[config.mk]
export PLATFORM = sky130hd
export DESIGN_NAME = slc3_mem_bridge_flat
export DESIGN_NICKNAME = d
export VERILOG_FILES = /design/src/rtl/slc3_mem_bridge_pkg.sv /design/src/rtl/slc3_mem_bridge_if.sv /design/src/rtl/slc3_mem_bridge_sync_ff.sv /design/src/rtl/slc3_mem_bridge.sv /design/src/flat_wrapper.sv
export SDC_FILE = /design/constraint.sdc
export NUM_CORES = 1
export LEC_CHECK = 0
export CORE_AREA = 2 2 107 109
export CTS_CLUSTER_DIAMETER = 80
export CTS_CLUSTER_SIZE = 16
export DETAILED_ROUTE_END_ITERATION = 12
export DIE_AREA = 0 0 109 111
export GPL_TIMING_DRIVEN = 0
export PLACE_DENSITY = 0.77
export SYNTH_ARGS = -nofsm -noshare
export SYNTH_HDL_FRONTEND = slang
export SYNTH_SLANG_ARGS = --single-unit
[constraint.sdc]
create_clock -name Clk -period 5.85 [get_ports Clk]
set_input_delay 1.755 -clock Clk [delete_from_list [all_inputs] [get_ports Clk]]
set_output_delay 1.755 -clock Clk [all_outputs]
set_load 0.05 [all_outputs]
[src/rtl/slc3_mem_bridge_pkg.sv]
// Shared types and constants for the SLC3 memory/IO bridge.
package slc3_pkg;

  typedef enum logic [1:0] {
    IDLE = 2'd0,
    WAIT = 2'd1,
    DONE = 2'd2
  } mem_state_t;

  localparam logic [15:0] MMIO_ADDR_DEFAULT = 16'hFFFF;
  localparam int          WAIT_W            = 4;

endpackage

[src/rtl/slc3_mem_bridge_if.sv]
// ISDU/datapath-side request bus plus the SRAM-side signals driven by the bridge.
interface slc3_mem_bridge_if;
  logic        MIO_EN;
  logic        MEM_WE;
  logic [15:0] MAR;
  logic [15:0] MDR;
  logic [15:0] sram_rdata;
  logic [15:0] MDR_In;
  logic        R;
  logic [15:0] sram_addr;
  logic [15:0] sram_wdata;
  logic        sram_ce;
  logic        sram_we;

  modport master (
    output MIO_EN, MEM_WE, MAR, MDR, sram_rdata,
    input  MDR_In, R, sram_addr, sram_wdata, sram_ce, sram_we
  );

  modport slave (
    input  MIO_EN, MEM_WE, MAR, MDR, sram_rdata,
    output MDR_In, R, sram_addr, sram_wdata, sram_ce, sram_we
  );
endinterface

[src/rtl/slc3_mem_bridge_sync_ff.sv]
// Multi-flop synchroniser for an asynchronous bus (board switches).
module sync_ff #(
  parameter int N      = 16,
  parameter int STAGES = 2
) (
  input  logic         clk,
  input  logic         rst,
  input  logic [N-1:0] d,
  output logic [N-1:0] q
);

  logic [N-1:0] chain [STAGES];

  always_ff @(posedge clk or posedge rst) begin
    if (rst) begin
      for (int i = 0; i < STAGES; i++) chain[i] <= '0;
    end else begin
      chain[0] <= d;
      for (int i = 1; i < STAGES; i++) chain[i] <= chain[i-1];
    end
  end

  assign q = chain[STAGES-1];

endmodule

[src/rtl/slc3_mem_bridge.sv]
// SLC3 memory bridge: SRAM access with programmable wait states and one
// memory-mapped switch/hex I/O address.
module slc3_mem_bridge
  import slc3_pkg::*;
#(
  parameter int          WAIT_STATES = 2,
  parameter logic [15:0] MMIO_ADDR   = MMIO_ADDR_DEFAULT,
  parameter int          SYNC_STAGES = 2
) (
  input  logic                Clk,
  input  logic                Reset,
  slc3_mem_bridge_if.slave    bus,
  input  logic [15:0]         SW,
  output logic [15:0]         HEX_DATA
);

  mem_state_t        state, next_state;
  logic [WAIT_W-1:0] wait_cnt;
  logic              is_write;
  logic [15:0]       sw_sync;
  logic [15:0]       mdr_in;
  logic [15:0]       hex_data;
  logic [15:0]       sram_addr;
  logic [15:0]       sram_wdata;
  logic              sram_ce;
  logic              sram_we;
  logic              ready;
  logic              req;
  logic              is_mmio;

  sync_ff #(.N(16), .STAGES(SYNC_STAGES)) u_sw_sync (
    .clk (Clk),
    .rst (Reset),
    .d   (SW),
    .q   (sw_sync)
  );

  assign req     = bus.MIO_EN | bus.MEM_WE;
  assign is_mmio = (bus.MAR == MMIO_ADDR);

  always_ff @(posedge Clk or posedge Reset) begin
    if (Reset) state <= IDLE;
    else       state <= next_state;
  end

  always_comb begin
    next_state = state;
    case (state)
      IDLE:    if (req) next_state = is_mmio ? DONE : WAIT;
      WAIT:    if (wait_cnt == '0) next_state = DONE;
      DONE:    next_state = IDLE;
      default: next_state = IDLE;
    endcase
  end

  always_comb begin
    ready = (state == DONE);
  end

  // Datapath registers; a simultaneous read+write request is treated as a write.
  always_ff @(posedge Clk or posedge Reset) begin
    if (Reset) begin
      wait_cnt   <= '0;
      is_write   <= 1'b0;
      mdr_in     <= '0;
      hex_data   <= '0;
      sram_addr  <= '0;
      sram_wdata <= '0;
      sram_ce    <= 1'b0;
      sram_we    <= 1'b0;
    end else begin
      case (state)
        IDLE: begin
          if (req) begin
            sram_addr  <= bus.MAR;
            sram_wdata <= bus.MDR;
            is_write   <= bus.MEM_WE;
            if (is_mmio) begin
              if (bus.MEM_WE) hex_data <= bus.MDR;
              else            mdr_in   <= sw_sync;
            end else begin
              wait_cnt <= WAIT_W'(WAIT_STATES);
              sram_ce  <= 1'b1;
              sram_we  <= bus.MEM_WE;
            end
          end
        end
        WAIT: begin
          if (wait_cnt == '0) begin
            sram_ce <= 1'b0;
            sram_we <= 1'b0;
            if (!is_write) mdr_in <= bus.sram_rdata;
          end else begin
            wait_cnt <= wait_cnt - 1'b1;
          end
        end
        default: ;
      endcase
    end
  end

  assign bus.MDR_In     = mdr_in;
  assign bus.R          = ready;
  assign bus.sram_addr  = sram_addr;
  assign bus.sram_wdata = sram_wdata;
  assign bus.sram_ce    = sram_ce;
  assign bus.sram_we    = sram_we;
  assign HEX_DATA       = hex_data;

endmodule
[src/flat_wrapper.sv]
// flat-port wrapper written by rule: the top's interface ports become plain ports
module slc3_mem_bridge_flat import slc3_pkg::*;
#(
  parameter int          WAIT_STATES = 2,
  parameter logic [15:0] MMIO_ADDR   = MMIO_ADDR_DEFAULT,
  parameter int          SYNC_STAGES = 2
)
  (Clk, Reset, SW, HEX_DATA, bus_MIO_EN, bus_MEM_WE, bus_MAR, bus_MDR, bus_sram_rdata, bus_MDR_In, bus_R, bus_sram_addr, bus_sram_wdata, bus_sram_ce, bus_sram_we);
  slc3_mem_bridge_if bus_i ();
  input  logic Clk;
  input  logic Reset;
  input  logic [15:0] SW;
  output logic [15:0] HEX_DATA;
  input wire logic [$bits(bus_i.MIO_EN)-1:0] bus_MIO_EN;
  input wire logic [$bits(bus_i.MEM_WE)-1:0] bus_MEM_WE;
  input wire logic [$bits(bus_i.MAR)-1:0] bus_MAR;
  input wire logic [$bits(bus_i.MDR)-1:0] bus_MDR;
  input wire logic [$bits(bus_i.sram_rdata)-1:0] bus_sram_rdata;
  output wire logic [$bits(bus_i.MDR_In)-1:0] bus_MDR_In;
  output wire logic [$bits(bus_i.R)-1:0] bus_R;
  output wire logic [$bits(bus_i.sram_addr)-1:0] bus_sram_addr;
  output wire logic [$bits(bus_i.sram_wdata)-1:0] bus_sram_wdata;
  output wire logic [$bits(bus_i.sram_ce)-1:0] bus_sram_ce;
  output wire logic [$bits(bus_i.sram_we)-1:0] bus_sram_we;
  assign bus_i.MIO_EN = bus_MIO_EN;
  assign bus_i.MEM_WE = bus_MEM_WE;
  assign bus_i.MAR = bus_MAR;
  assign bus_i.MDR = bus_MDR;
  assign bus_i.sram_rdata = bus_sram_rdata;
  assign bus_MDR_In = bus_i.MDR_In;
  assign bus_R = bus_i.R;
  assign bus_sram_addr = bus_i.sram_addr;
  assign bus_sram_wdata = bus_i.sram_wdata;
  assign bus_sram_ce = bus_i.sram_ce;
  assign bus_sram_we = bus_i.sram_we;
  slc3_mem_bridge #(.WAIT_STATES(WAIT_STATES), .MMIO_ADDR(MMIO_ADDR), .SYNC_STAGES(SYNC_STAGES)) u_core (.Clk(Clk), .Reset(Reset), .bus(bus_i), .SW(SW), .HEX_DATA(HEX_DATA));
endmodule
==> results_dict.tcl <==
set metrics [dict create \
    status "complete, no violations" \
    synth-seq-cells 105 \
    hold-path-cell-count 0 \
    ir_worst_vdd_mv 0.3275 \
    overflow 0 \
    die_y_microns 111 \
    hpwl_microns 6319 \
    antenna_found_initial 0 \
    switching_power_mw 1.420 \
    start_util_pct 35.54 \
    ant_nets 0 \
    path_cells "clkdlybuf4s50_1, nand4_1, nor4_1, nand3_1, buf_2, mux2_2" \
    cts.sinks 105 \
    synthTopCellsByArea "dfrtp_1 67%, mux2_2 15%, nand2_1 4.7%, mux2_4 3.8%, a2bb2oi_4 0.67%" \
    syn_area_sq_mm 0.003936 \
    worst_pin_slew_ns 0.5347 \
    core-area_sq_mm 0.01108 \
    fin_crit_ns 3.696 \
    fin_ws_ns 2.154 \
    ctsHoldBuffers 0 \
    netlist_instances 272 \
    crit_slowest_cell "clkdlybuf4s50_1" \
    vias 2647 \
    crit_path_start "bus_MAR[2]" \
    slew_headroom_pct 64.24 \
    synth_area_leader_cell "dfrtp_1" \
    clock.fmax_mhz 270.6 \
    slew_violations 0 \
    min_from "u_core.u_sw_sync.chain[27]" \
    r2r_slack_ns 3.51 \
    syn_nets 342 \
    io_pins 135 \
    cts_resized 0 \
    dieWidth_microns 109 \
    path_max_fanout 10 \
    cp-start-kind "primary input" \
    cts.path.max_buffers 2 \
    pwr-share-comb_pct 50.5 \
    syn_area_per_cell_sq_um 14.47 \
    r2r-start "u_core.wait_cnt[0]" \
    cts_tree "built" \
    num-fill-cells 972 \
    die_area_sq_mm 0.01210 \
    p_leak_nw 2.551 \
    insertion_delay_ns 0.34 \
    r2r-end "u_core.bus.MDR_In[3]" \
    syn_to_final_growth_pct 47.08 \
    setup_viol 0 \
    root_buffer "clkbuf_16" \
    fin_nets 488 \
    cts_buffers 9 \
    hold_viol_final 0 \
    synth_cell_types 33 \
    synth_edf_count 0 \
    synth_ff_type "dfrtp_1" \
    fin_hold_ws_ns 0.3486 \
    end_kind "flop" \
    drt_iter0_drc 103 \
    yosys_warnings 0 \
    hp-class "flop to flop" \
    port_buffers 134 \
    drcViolationCount 0 \
    cts_setup_buffers 0 \
    ys_async_sr_fraction_pct 100.0 \
    track_usage_pct 15.11 \
    rsz0062_at_grt "no" \
    row_count 39 \
    grt_pass1_wl_microns 14150 \
    cp.arrival_ns 3.91 \
    swShare_pct 42.24 \
    cp.required_ns 6.07 \
    yosysMostFrequentCell "dfrtp_1" \
    p_int_mw 1.941 \
    post-route-period-util_pct 63.17 \
    drive_gt1_share_pct 21.51 \
    sequentialPowerShare_pct 31.4 \
    hold_end "u_core.u_sw_sync.q[11]" \
    fin_worst_skew_ns 0.008310 \
    synth.top_cells.by_count "105 x dfrtp_1, 54 x mux2_2, 49 x nand2_1" \
    max_stage_delay_ns 0.48 \
    pre_cts_ws_ns 1.754 \
    clkPwrFrac_pct 18.1 \
    path_class "primary input to flop" \
    drtPass1Iterations 4 \
    via_per_inst 4.677 \
    wl_per_cell_microns 15.35 \
    yosysSeqAreaShare_pct 66.75 \
    gp_congestion 0.7601 \
    grt_max_degree 64 \
    synth.top_cell.area_share_pct 66.75 \
    path_clk_slew_ns 0.07 \
    drt_wl_total_microns 8690 \
    ff2ff_path_depth 7 \
    grt_pass1_vias 2893 \
    htreeDepth 3 \
    power.density_mw_per_mm2 580.5 \
    maxCapViolCount 0 \
    antenna_cells 0 \
]
==> cell type report <==
| type | count | area [sq um] | share of cell area (%) |
|---|---|---|---|
| plain buffers | 11 | 63.81 | 1.102 |
| clock buffers | 9 | 225.2 | 3.890 |
| clock inverters | 7 | 77.57 | 1.340 |
| inverters | 4 | 17.52 | 0.3026 |
| multi-input cells | 152 | 1230 | 21.24 |
| flip-flops and latches | 105 | 2628 | 45.39 |
| well taps | 143 | 178.9 | 3.091 |
| repair buffers | 135 | 1369 | 23.64 |
==> cells in the final DEF (no fill, tap or decap), types with 2 or more instances in the layout <==
master           count
clkbuf_1             4
nor2_1               3
buf_2                5
o21ai_0              4
nand2_1             49
clkbuf_16            9
nor2b_1              2
mux2_4              10
nand4_1              4
mux2_2              54
ha_1                 2
clkdlybuf4s50_1    134
a22o_1               2
nor4_1               2
clkinv_2             2
o2bb2ai_1            2
nand3_1              3
dfrtp_1            105
inv_1                3
inv_6                2
==> metrics by stage <==
| step | setup TNS, ns | cells | cell area, sq um | util [%] | total power, mW |
|---|---|---|---|---|---|
| 2_1_floorplan | 0 | 272 | 3936 | - | 2.220 |
| 3_3_place_gp | -11.62 | 549 | 5456 | 49.26 | 2.742 |
| 3_5_place_dp | 0 | 550 | 5487 | 49.53 | 2.782 |
| 4_1_cts | 0 | 566 | 5789 | 52.26 | 3.405 |
| 5_1_grt | 0 | 566 | 5789 | 52.26 | 3.540 |
| 6_report | 0 | 566 | 5789 | 52.26 | 3.361 |
==> how the worst max path moves through the flow <==
stage	end	slack (ns)
2_1_floorplan	u_core.HEX_DATA[0]	1.33
3_3_place_gp	u_core.bus.MDR_In[0]	-0.12
3_5_place_dp	u_core.HEX_DATA[6]	1.75
4_1_cts	u_core.HEX_DATA[6]	2.11
5_1_grt	u_core.HEX_DATA[5]	1.94
6_report	u_core.HEX_DATA[6]	2.15
==> state kept, by name, indices dropped and copies added (netlist names) <==
| register | flops |
|---|---|
| u_core.is_write | 1 |
| u_core.state | 2 |
| u_core.bus.sram_addr | 16 |
| u_core.bus.sram_wdata | 16 |
| u_core.HEX_DATA | 16 |
| u_core.u_sw_sync.q | 16 |
| u_core.wait_cnt | 4 |
| u_core.bus.sram_ce | 1 |
| u_core.bus.MDR_In | 16 |
| u_core.bus.sram_we | 1 |
| u_core.u_sw_sync.chain | 16 |
==> kinds of logic (layout without fill, tap and decap cells) <==
logic type | count (synthesis) | after routing | share of synthesized area (%)
buffers and inverters | 15 | 166 | 2.002
AND/OR/NAND/NOR | 70 | 70 | 7.915
flip-flops | 105 | 105 | 66.75
AO/OA/AOI/OAI | 16 | 16 | 3.433
adder cells (fa/ha/maj) | 2 | 2 | 0.6356
multiplexers | 64 | 64 | 19.26
==> critical path: cells and delay by family <==
family | cells | cell delay, ns
mux | 1 | 0.30
simple gates | 3 | 1.03
buf+inv | 2 | 0.82
==> power groups by stage <==
stage               Clock (mW)  Combinational, mW  Sequential (mW)
floorplan                    0              0.545             1.67
global placement             0               1.69             1.06
detailed placement           0               1.71             1.07
CTS                      0.629               1.72             1.06
global route             0.657               1.80             1.08
finish                   0.610               1.70             1.05
==> metal layers <==
metal  part of all wire (%)  track usage, %
met2                     47           24.55
met4                    1.5           5.470
met5                      0               0
met1                     42           18.15
met3                    8.8           5.703
(Power assumes the default switching activity.)
